===== src/rtl/iterative_divider_core.sv =====
// iterative_divider_core: restoring unsigned divider, one quotient bit per cycle; `DIVIDER_ZERO_DETECT_EN` adds a divide-by-zero bypass
module iterative_divider_core #(
    parameter int WIDTH = 4
) (
    input  logic             clk,
    input  logic             reset_n,
    input  logic             start,
    input  logic [WIDTH-1:0] dividend,
    input  logic [WIDTH-1:0] divisor,
    output logic             busy,
    output logic             done,
    output logic [WIDTH-1:0] quotient,
    output logic [WIDTH-1:0] remainder,
    output logic             div_by_zero
);
    localparam int CW = $clog2(WIDTH + 1);
    localparam logic [1:0] IDLE = 2'd0;
    localparam logic [1:0] ITER = 2'd1;
    localparam logic [1:0] DONE = 2'd2;
    logic [1:0]       state;
    logic [WIDTH-1:0] a, q, m;
    logic [CW-1:0]    cnt;
    logic [WIDTH:0]   pr, diff;
    logic             ge, accept;
    assign quotient  = q;
    assign remainder = a;
    // trial subtraction of the divisor from the left-shifted partial remainder
    always_comb begin
        pr     = {a, q[WIDTH-1]};
        diff   = pr - {1'b0, m};
        ge     = ~diff[WIDTH];
        accept = (state == IDLE) && start && !busy;
    end
    // control FSM and datapath; busy/done are registered copies of the state
    always_ff @(posedge clk or negedge reset_n) begin
        if (!reset_n) begin
            state <= IDLE;
            a     <= '0;
            q     <= '0;
            m     <= '0;
            cnt   <= '0;
            busy  <= 1'b0;
            done  <= 1'b0;
        end else begin
            busy <= state != IDLE;
            done <= state == DONE;
            if (accept) begin
                m   <= divisor;
                cnt <= CW'(WIDTH);
`ifdef DIVIDER_ZERO_DETECT_EN
                q     <= (divisor == '0) ? '1 : dividend;
                a     <= (divisor == '0) ? dividend : '0;
                state <= (divisor == '0) ? DONE : ITER;
`else
                q     <= dividend;
                a     <= '0;
                state <= ITER;
`endif
            end else if (state == ITER) begin
                a   <= ge ? diff[WIDTH-1:0] : pr[WIDTH-1:0];
                q   <= {q[WIDTH-2:0], ge};
                cnt <= cnt - 1'b1;
                if (cnt == CW'(1)) state <= DONE;
            end else if (state == DONE) begin
                state <= IDLE;
            end
        end
    end
`ifdef DIVIDER_ZERO_DETECT_EN
    // zero-divisor flag: raised alongside done, held until the next accepted start
    always_ff @(posedge clk or negedge reset_n) begin
        if (!reset_n) div_by_zero <= 1'b0;
        else if (accept) div_by_zero <= 1'b0;
        else if (state == DONE) div_by_zero <= m == '0;
    end
`else
    assign div_by_zero = 1'b0;
`endif
endmodule


===== config.mk =====
export PLATFORM = sky130hd
export DESIGN_NAME = iterative_divider_core
export DESIGN_NICKNAME = d
export VERILOG_FILES = /design/src/rtl/iterative_divider_core.sv
export SDC_FILE = /design/constraint.sdc
export NUM_CORES = 1
export LEC_CHECK = 0
export CAP_MARGIN = 20
export CORE_MARGIN = 1.5
export CORE_UTILIZATION = 30
export CTS_CLUSTER_SIZE = 20
export DETAILED_ROUTE_END_ITERATION = 16
export PLACE_DENSITY = 0.56
export SLEW_MARGIN = 40
export SYNTH_ARGS = -nofsm -noshare
export SYNTH_HDL_FRONTEND = slang
export SYNTH_SLANG_ARGS = --single-unit

===== constraint.sdc =====
create_clock -name clk -period 3.6 [get_ports clk]
set_input_delay 0.54 -clock clk [delete_from_list [all_inputs] [get_ports clk]]
set_output_delay 0.54 -clock clk [all_outputs]
set_load 0.03 [all_outputs]

* Word-level counts from Yosys, hierarchy flattened *
Index checks and enable logic that the tools add are counted.
Widths: inputs -> output; s select.

word-level totals
  word-level logic and storage cells = 33
  flip-flop bits (word level) = 19

cells by class
  reductions and logical operators = 8
  bitwise logic cells = 1
  equality and inequality tests = 4
  $add $sub $neg = 2
  muxes and demuxes = 11

operators with widths
  kind                 number
  $mux 4               5
  $mux 2               4
  $mux 3               2
  $sub 5x4->5          1
  $reduce_bool 2->1    2
  $eq 3x1->1 const B   1
  $ne 3x2->1 const B   1
  $reduce_bool 3->1    1
  $sub 3x1->3 const B  1
  $eq 2x1->1 const B   1
  $eq 2x2->1 const B   1
  $logic_and 1x1->1    2
  $logic_not 2->1      1
  $reduce_and 2->1     1
  $logic_not 1->1      1
  $not 1->1            1

* Longest topological paths before layout *
  depth in word-level cells = 5
  depth in mapped cells = 8
  depth with buffers taken out = 8

* Worst setup path before layout *
Ideal clock, no wire load.

  path type = register -> register
  start = register q[3] (netlist: quotient[3])
  end = register a[3] (netlist: remainder[3])
  stages on the path, launching flop included = 9
  period minus slack after synthesis = 2.166 ns
  required time = 3.467 ns
  path buffers = 0
  slack = 1.434 ns
  arrival time = 2.032 ns
  path through = dfrtp_1 -> inv_1 -> ha_1 -> inv_1 -> fa_1 -> a211o_1 -> and4_1 -> a311oi_1 -> o31ai_1

between the ends
  longest elaborated chain between the ends = 4

RTL lines
  element                   line  source
  start: declaration        21    logic [WIDTH-1:0] a, q, m;
  start signal: assignment  55    q <= dividend;
  start signal: assignment  61    q <= {q[WIDTH-2:0], ge};
  $sub 5x4->5               30    diff = pr - {1'b0, m};
  $mux 4                    60    a <= ge ? diff[WIDTH-1:0] : pr[WIDTH-1:0];
  $mux 4                    59    end else if (state == ITER) begin
  $mux 4                    47    if (accept) begin
  end signal: assignment    60
  end: declaration          21

No other way between the ends. The select of a mux whose other input is x is not followed.
A chain may end at the register's enable or synchronous reset.

* Worst setup path in the final report *
  start = register q[3] (netlist: quotient[3])
  end = register a[0] (netlist: remainder[0])

between the ends
  longest elaborated chain between the ends = 4

RTL lines
  element      line
  $sub 5x4->5  30
  $mux 4 *     60
  $mux 4 *     59
  $mux 4 *     47

Every way passes the cells marked *; elsewhere a longest branch is shown, timed or not. The select of a mux whose other input is x is not followed.

==> results.toml <==
[cts]
cts_sinks = 19
clk_pin_slew_ps = 120
clockBufferDepth = 2
postCtsSetupRepairBufs = 0
clk_latency_ps = 300
cts_root_buf = "clkbuf_4"
cts_resized = 0
cts_inserted_buffers = 3
cts_tree = "done"
h-tree-depth = 1
holdBufCountCts = 0

[sta]
rsz0062_at_grt = "false"
finalClockSkew_ps = 2.05
setup_viol = 0
finalCriticalPeriod_ps = 2230
finalSetupTns_ps = 0
timing.slew.headroom_pct = 54.3
hold_viol = 0
worstMarginPinSlew_ps = 683
min_period_over_period_pct = 62.0
finalMaxSlewViolations = 0
fmax_ghz = 0.448
hold_ws_ps = 158

[power_and_ir_drop]
p_leak_nw = 0.589
comb_power_share_pct = 63.7
sw_frac_of_total_pct = 49.6
ir_drop_v = 0.000474
seqPwrFrac_pct = 28.6
p_per_area_nw_per_um2 = 1100
switchingPower_w = 0.000737
p_int_w = 0.000750
p_clk_share_pct = 7.7

[logic_synthesis]
synth_area_um2 = 1100
ys_async_sr_fraction_pct = 100
synth_cell_type_count = 42
synth_edf_count = 0
synth_area_per_cell_um2 = 9.64
synth.top_cell.area_share_pct = 43.3
synth_seq_cells = 19
yosysWarnings = 0
synthesis.nets = 132
synth-main-ff-cell = "dfrtp_1"
yosysTopAreaCell = "dfrtp_1"
yosysSeqAreaShare_pct = 43.3
synthTopCellsByArea = "dfrtp_1, ha_1, nand2_1"
synth_cells = 114

[cells_and_area]
syn_to_final_growth_pct = 23.5
drive_gt1_share_pct = 6.72
diodes = 0
nets = 153
final_cell_mix = "dfrtp_1, clkdlybuf4s50_1, nand2_1, inv_1, o21ai_0"

[worst_setup_path]
r2r_cells = 8
cp-end-kind = "flop"
arrival_ps = 2480
r2r_start = "quotient[3]$_DFFE_PN0P_"
critPathMaxFanout = 5
r2r-end = "remainder[0]$_DFFE_PN0P_"
cp_common_cell = "inv_1"
start_kind = "flop"
path_cells = "inv_1 -> ha_1 -> inv_1 -> fa_1 -> a211o_1 -> a2111oi_0 -> a21oi_1 -> nand3_1"
slowest_delay_ps = 450
r2r_slack_ps = 1370
crit_slowest_cell = "fa_1"
cp.required_ps = 3850
path_class = "reg2reg"

[floorplan]
ioPinCount = 22
start_util_pct = 32.2
dieHeight_um = 63.5
die_area_um2 = 4030
core-area_um2 = 3420
rows = 21
die_w_um = 63.5

[grt]
track_usage_pct = 13.7
antenna_found_initial = 0
grt_pass1_vias = 960
grt_max_degree = 20
grt_first_pass_wirelength_um = 4420
overflow = 0

[placed_design]
dp_hpwl_um = 1870
port_buffers = 20
gp_congestion = 0.778

[drt]
ant_nets = 0
post_drt_wl_per_cell_um = 14.1
drc_errors = 0
viasPerCell = 5.07
postRouteWirelength_um = 2530
dr.pass1.iters = 5
initialDrtViolationCount = 27
num_vias = 913

[outcome]
status = "finished clean"

[min_path]
hold_path.class = "in2async"

[run]
max-cap-violations = 0
area by class of cell:
type	count	area [µm²]
Sequential cell	19	475
Inverter	8	30.0
Fill cell	359	2060
Tap cell	46	57.6
Clock inverter	1	7.51
Multi-Input combinational cell	83	568
Clock buffer	3	22.5
Timing Repair Buffer	20	195
per-stage QoR:
step | power [W] | area, µm² | setup WS (ps) | utilization, % | cells
floorplan | 0.00111 | 1100 | 1430 | - | 114
global placement | 0.00135 | 1330 | 1310 | 39.0 | 176
detailed placement | 0.00138 | 1330 | 1220 | 38.8 | 176
CTS | 0.00151 | 1360 | 1370 | 39.7 | 180
global route | 0.00163 | 1360 | 1160 | 39.7 | 180
finish | 0.00149 | 1360 | 1370 | 39.7 | 180
routing by layer:
metal,global-route usage (%),up-vias,routed length [µm]
li1,-,446,-
met1,17.1,448,1160
met2,23.7,19,1250
met3,4.29,0,120
met4,1.63,0,0
met5,0,-,0
Yosys cell counts, types with 3 or more instances:
master	count
a21oi_1	5
a22oi_1	3
dfrtp_1	19
ha_1	6
inv_1	8
nand2_1	17
nand3_1	3
nor2_1	3
nor3_1	3
o21ai_0	8
logic make-up after synthesis:
family | after synthesis | share of synthesized area, %
buf+inv | 12 | 5.01
simple gates | 42 | 21.0
fa+ha+maj | 7 | 8.66
other cells | 1 | 0.341
compound gates | 31 | 20.2
flops | 19 | 43.3
xor+xnor | 2 | 1.59
flip-flops by register name, indices dropped and copies added, names as in the netlist:
signal,flops
busy,1
cnt,3
done,1
m,4
quotient,4
remainder,4
state,2
power groups by stage:
stage	Sequential (W)	Clock [W]	Combinational [W]
after detailed placement	0.000431	0	0.000946
after CTS	0.000427	0.000121	0.000958
final	0.000425	0.000115	0.000947
after global placement	0.000429	0	0.000922
after global routing	0.000440	0.000129	0.00106
after floorplan	0.000505	0	0.000606
how the worst max path moves through the flow:
stage,from,end,cells past startpoint
final,quotient[3]$_DFFE_PN0P_,remainder[0]$_DFFE_PN0P_,8
after global routing,quotient[3]$_DFFE_PN0P_,remainder[0]$_DFFE_PN0P_,8
after CTS,quotient[3]$_DFFE_PN0P_,remainder[0]$_DFFE_PN0P_,8
after detailed placement,start,quotient[0]$_DFFE_PN0P_,5
after global placement,start,quotient[0]$_DFFE_PN0P_,5
after floorplan,quotient[3]$_DFFE_PN0P_,remainder[3]$_DFFE_PN0P_,8
critical path: cells and delay by family (launching register included):
family | cells | cell delay, ps
compound gates | 3 | 890
flops | 1 | 400
buf+inv | 2 | 170
simple gates | 1 | 100
fa+ha+maj | 2 | 620
No activity file was read; power rests on OpenSTA's default activity.
